[src/rtl/mega_alu_commit_pkg.sv]
// mega_alu_commit_pkg: shared state encodings, SREG I/O address and XMEGA flag bit indices
package mega_alu_commit_pkg;

    typedef enum logic [1:0] {
        COMMIT_IDLE  = 2'd0,
        COMMIT_WR_LO = 2'd1,
        COMMIT_WR_HI = 2'd2
    } commit_state_t;

    localparam logic [5:0] SREG_IO_ADDR = 6'h3F;

    localparam int XMEGA_FLAG_C = 0;
    localparam int XMEGA_FLAG_Z = 1;
    localparam int XMEGA_FLAG_N = 2;
    localparam int XMEGA_FLAG_V = 3;
    localparam int XMEGA_FLAG_S = 4;
    localparam int XMEGA_FLAG_H = 5;
    localparam int XMEGA_FLAG_T = 6;
    localparam int XMEGA_FLAG_I = 7;

endpackage

[src/rtl/mega_alu_commit.sv]
// mega_alu_commit: ALU writeback stage owning SREG and writing 8/16-bit results through an acked 8-bit port
module mega_alu_commit
    import mega_alu_commit_pkg::*;
#(
    parameter int         REG_ADDR_W = 5,
    parameter logic [7:0] SREG_RST   = 8'h00,
    parameter             FORWARD    = "TRUE"
) (
    input  logic                  clk,
    input  logic                  rst,
    input  logic                  in_valid,
    output logic                  in_ready,
    input  logic [REG_ADDR_W-1:0] in_rda,
    input  logic [15:0]           in_r,
    input  logic [7:0]            in_sreg,
    input  logic                  in_wr8,
    input  logic                  in_wr16,
    input  logic                  in_wr_sreg,
    input  logic                  io_sreg_wr,
    input  logic [7:0]            io_sreg_data,
    output logic [7:0]            sreg,
    output logic                  rf_we,
    output logic [REG_ADDR_W-1:0] rf_addr,
    output logic [7:0]            rf_data,
    input  logic                  rf_ack,
    output logic                  fwd_valid,
    output logic [REG_ADDR_W-1:0] fwd_addr,
    output logic [7:0]            fwd_data
);

    commit_state_t         state, nxt_state;
    logic [REG_ADDR_W-1:0] nxt_addr;
    logic [7:0]            nxt_data;
    logic [7:0]            hi_byte;
    logic                  pair;
    logic                  accept;

    assign accept = in_valid & in_ready;

    // Next state and the next values of the registered write port; rf_ack only steers the transition
    always_comb begin
        nxt_state = state;
        nxt_addr  = rf_addr;
        nxt_data  = rf_data;
        case (state)
            COMMIT_IDLE: begin
                if (accept && (in_wr8 || in_wr16)) begin
                    nxt_state = COMMIT_WR_LO;
                    nxt_addr  = in_wr16 ? {in_rda[REG_ADDR_W-1:1], 1'b0} : in_rda;
                    nxt_data  = in_r[7:0];
                end
            end
            COMMIT_WR_LO: begin
                if (rf_ack) begin
                    nxt_state = pair ? COMMIT_WR_HI : COMMIT_IDLE;
                    nxt_addr  = pair ? {rf_addr[REG_ADDR_W-1:1], 1'b1} : rf_addr;
                    nxt_data  = pair ? hi_byte : rf_data;
                end
            end
            COMMIT_WR_HI: nxt_state = rf_ack ? COMMIT_IDLE : state;
            default:      nxt_state = COMMIT_IDLE;
        endcase
    end

    // State, registered write port and the captured high byte; reset drops any write in flight
    always_ff @(posedge clk) begin
        if (!rst) begin
            state    <= COMMIT_IDLE;
            in_ready <= 1'b1;
            rf_we    <= 1'b0;
            rf_addr  <= '0;
            rf_data  <= '0;
            pair     <= 1'b0;
            hi_byte  <= '0;
        end else begin
            state    <= nxt_state;
            in_ready <= nxt_state == COMMIT_IDLE;
            rf_we    <= nxt_state != COMMIT_IDLE;
            rf_addr  <= nxt_addr;
            rf_data  <= nxt_data;
            if (accept) begin
                pair    <= in_wr16;
                hi_byte <= in_r[15:8];
            end
        end
    end

    // Architectural SREG: an I/O-bus write overrides a same-cycle ALU flag commit
    always_ff @(posedge clk) begin
        if (!rst)
            sreg <= SREG_RST;
        else if (io_sreg_wr)
            sreg <= io_sreg_data;
        else if (accept && in_wr_sreg)
            sreg <= in_sreg;
    end

    if (FORWARD == "TRUE") begin : g_fwd
        assign fwd_valid = rf_we;
        assign fwd_addr  = rf_addr;
        assign fwd_data  = rf_data;
    end else begin : g_no_fwd
        assign fwd_valid = 1'b0;
        assign fwd_addr  = '0;
        assign fwd_data  = '0;
    end

endmodule
[config.mk]
export PLATFORM = sky130hd
export DESIGN_NAME = mega_alu_commit
export DESIGN_NICKNAME = d
export VERILOG_FILES = /design/src/rtl/mega_alu_commit_pkg.sv /design/src/rtl/mega_alu_commit.sv
export SDC_FILE = /design/constraint.sdc
export NUM_CORES = 1
export LEC_CHECK = 0
export CORE_MARGIN = 2
export CORE_UTILIZATION = 36
export CTS_CLUSTER_DIAMETER = 150
export CTS_CLUSTER_SIZE = 20
export DETAILED_ROUTE_END_ITERATION = 16
export HOLD_SLACK_MARGIN = 0.02
export PLACE_DENSITY_LB_ADDON = 0.1
export SLEW_MARGIN = 20
export SYNTH_ARGS = -nofsm -noshare
export SYNTH_HDL_FRONTEND = slang
export SYNTH_SLANG_ARGS = --single-unit
[constraint.sdc]
create_clock -name clk -period 1.1 [get_ports clk]
set_input_delay 0.22 -clock clk [delete_from_list [all_inputs] [get_ports clk]]
set_output_delay 0.22 -clock clk [all_outputs]
set_load 0.01 [all_outputs]
==> impl_metrics.py <==
metrics = {
    "critical_path": {
        "endpoint_kind": "flip-flop",
        "ff2ff_path_depth": 4,
        "required_ns": 1.31,
        "path_max_fanout": 7,
        "reg2reg_to": "fwd_data[5]",
        "criticalPathCategory": "reg -> reg",
        "r2r-start": "state[0]",
        "worstSetupStartpointType": "flip-flop",
        "reg2reg_slack_ns": -0.09,
        "slowest_delay_ns": 0.38,
        "slowest_stage": "and4bb_4",
        "worstPathArrival_ns": 1.40,
        "crit_path_cell_trace": "and4bb_4 -> buf_6 -> a211oi_2 -> a211oi_2",
        "crit_top_cell": "a211oi_2",
    },
    "logic_synthesis": {
        "ys_seq_area_frac": 0.408,
        "synthArstFlopShare": 0,
        "synth_area_per_cell_um2": 9.94,
        "syn_inst": 168,
        "netlist_area_um2": 1670,
        "synth_edf_count": 0,
        "synth_flop_cell": "dfxtp_1",
        "ys_ff_latch": 34,
        "ys_types": 27,
        "synth_top_cell_area_share": 0.408,
        "syn_nets": 213,
        "synth_top_cell_by_area": "dfxtp_1",
        "ys_warn_count": 0,
        "synth.area.top_cells": "dfxtp_1 (41%), a211oi_2 (16%), mux2i_1 (9.6%), buf_4 (7.2%), nand2_1 (4.3%)",
    },
    "pwr": {
        "power_uw": 3550,
        "switching_power_uw": 963,
        "internal_power_uw": 2590,
        "leakagePower_uw": 0.00118,
        "p_per_area_nw_per_um2": 1290,
        "clock_power_share": 0.329,
        "ir_worst_vdd_mv": 0.781,
        "combPwrFrac": 0.274,
        "sequentialPowerShare": 0.397,
        "swShare": 0.271,
    },
    "placed_design": {
        "gp_congestion": 0.733,
        "preCtsSetupSlack_ns": -0.559,
        "port-buffer-count": 81,
        "dp_cells": 300,
        "hpwlAfterDp_um": 3380,
    },
    "global_route": {
        "grt_util_all_layers": 0.194,
        "grt_pass1_wl_um": 7670,
        "antenna_found_initial": 0,
        "grt_pass1_vias": 1617,
        "gr-total-overflow": 0,
        "grt_max_degree": 19,
    },
    "detailed_routing": {
        "drc": 0,
        "vias": 1560,
        "drt_iter0_drc": 15,
        "drt-pass1-iter-count": 4,
        "ant_nets": 0,
        "routed_wl_um": 4940,
        "via_per_inst": 5.00,
        "wire_per_inst_um": 15.8,
    },
    "layout": {
        "diodes": 0,
        "n_fill_cell": 369,
        "area_delta_synth_final_pct": 65.0,
        "layout.nets": 305,
        "final_common_cell": "clkdlybuf4s50_1",
        "final_cell_mix": "clkdlybuf4s50_1 (38), a211oi_2 (19), dfxtp_1 (19)",
        "layout.cells.non_filler": 312,
        "drive_above_1_share": 0.515,
    },
    "sta": {
        "skew_ns": 0.00394,
        "drv_slew": 0,
        "slew_headroom": 0.673,
        "period_needed_ns": 1.19,
        "setup-violations-final": 14,
        "fin_ws_ns": -0.0894,
        "rsz0062_at_grt": "true",
        "tightest_slew_ns": 0.489,
        "max_freq_ghz": 0.841,
        "finalCritPeriodShare": 1.08,
        "hold_violations": 0,
        "fin_hold_ws_ns": 0.458,
    },
    "die": {
        "die_h_um": 72.1,
        "num_io_pins": 82,
        "core_um2": 4410,
        "die_w_um": 72.1,
        "design.die.area_um2": 5200,
        "rows": 24,
        "start_util": 0.378,
    },
    "clocking": {
        "holdBufCountCts": 0,
        "clock_latency_ns": 0.29,
        "htreeDepth": 2,
        "cts-root-buf": "clkbuf_8",
        "clkSinkCount": 34,
        "clockBufferDepth": 2,
        "cts_tree": "yes",
        "clk_pin_slew_ns": 0.07,
        "cts_buffers": 5,
    },
    "hold_path": {
        "hold_path.class": "reg -> reg",
        "holdPathEnd": "hi_byte[6]",
        "hold_start": "hi_byte[6]",
        "hold_depth": 2,
    },
    "status": {
        "violations": "setup timing",
        "status": "finished with violations",
    },
    "run": {
        "cap_violations": 0,
    },
}
## cell type report
cell class	count	area [µm²]	share of cell area
Timing Repair Buffer	107	891	0.323
Tap cell	52	65.1	0.0236
Clock buffer	6	82.6	0.0300
Multi-Input combinational cell	111	977	0.355
Clock inverter	1	30.0	0.0109
Inverter	1	3.75	0.00136
Sequential cell	34	704	0.256
## worst max-delay path, delay by kind of cell, from the launching register on
kind,cells,cell delay (ns)
compound gates,2,0.21
simple gates,1,0.38
buf+inv,1,0.16
flops,1,0.36
## state kept, by name (all words and copies together), names as in the netlist
signal,cells
fwd_addr,5
fwd_data,8
fwd_valid,1
hi_byte,8
in_ready,1
pair,1
sreg,8
state,2
## metrics by stage
step | util | setup TNS [ns] | instance area [µm²]
2_1_floorplan | - | -0.0877 | 1680
5_1_grt | 0.624 | -1.43 | 2750
3_5_place_dp | 0.589 | -16.40 | 2600
3_3_place_gp | 0.589 | -14.90 | 2600
4_1_cts | 0.645 | -0.664 | 2850
6_report | 0.624 | -0.795 | 2750
## cells by family (layout without fill, tap and decap cells)
kind of cell           after synthesis  after routing  share of synthesized area
multiplexers                        16             16                     0.0959
AND/OR/NAND/NOR                     45             47                      0.129
flip-flops                          34             34                      0.408
AO/OA/AOI/OAI                       47             48                      0.259
buffers and inverters               26            115                      0.109
## worst max-delay path by stage
stage | start | end | cells after the start
finish | state[0] | fwd_data[5] | 4
global route | state[0] | fwd_data[6] | 4
CTS | state[1] | fwd_data[6] | 4
detailed placement | in_wr16 | fwd_data[0] | 4
global placement | in_wr16 | fwd_data[0] | 4
floorplan | in_ready | fwd_addr[0] | 4
## synth_stat cells (2+ instances only)
cell	n
a211oi_1	3
a211oi_2	21
a21oi_1	13
buf_4	16
buf_6	3
clkbuf_1	5
dfxtp_1	34
mux2i_1	16
nand2_1	19
nand2b_1	2
nand3_1	5
nor2_1	13
o21ai_0	4
## power by group through the flow
stage	clock, µW	sequential, µW	combinational, µW
floorplan	0	1460	443
CTS	1190	1410	987
global route	1250	1430	1040
global placement	0	1420	953
finish	1170	1410	972
detailed placement	0	1430	972
## routing by layer
| layer | up-vias | global-route usage | routed length (µm) |
|---|---|---|---|
| met3 | 8 | 0.0722 | 273 |
| met4 | 0 | 0.0650 | 68 |
| met5 | - | 0 | 0 |
| li1 | 776 | - | - |
| met2 | 41 | 0.325 | 2500 |
| met1 | 735 | 0.229 | 2100 |
## repair_timing
action | CTS | global route
buffers inserted | 2 | 1
cloned | 2 | 1
gates resized for setup | 127 | 61
pin swaps | 12 | 8
setup endpoints to repair | 70 | 68
No activity file was read; power rests on OpenSTA's default activity.
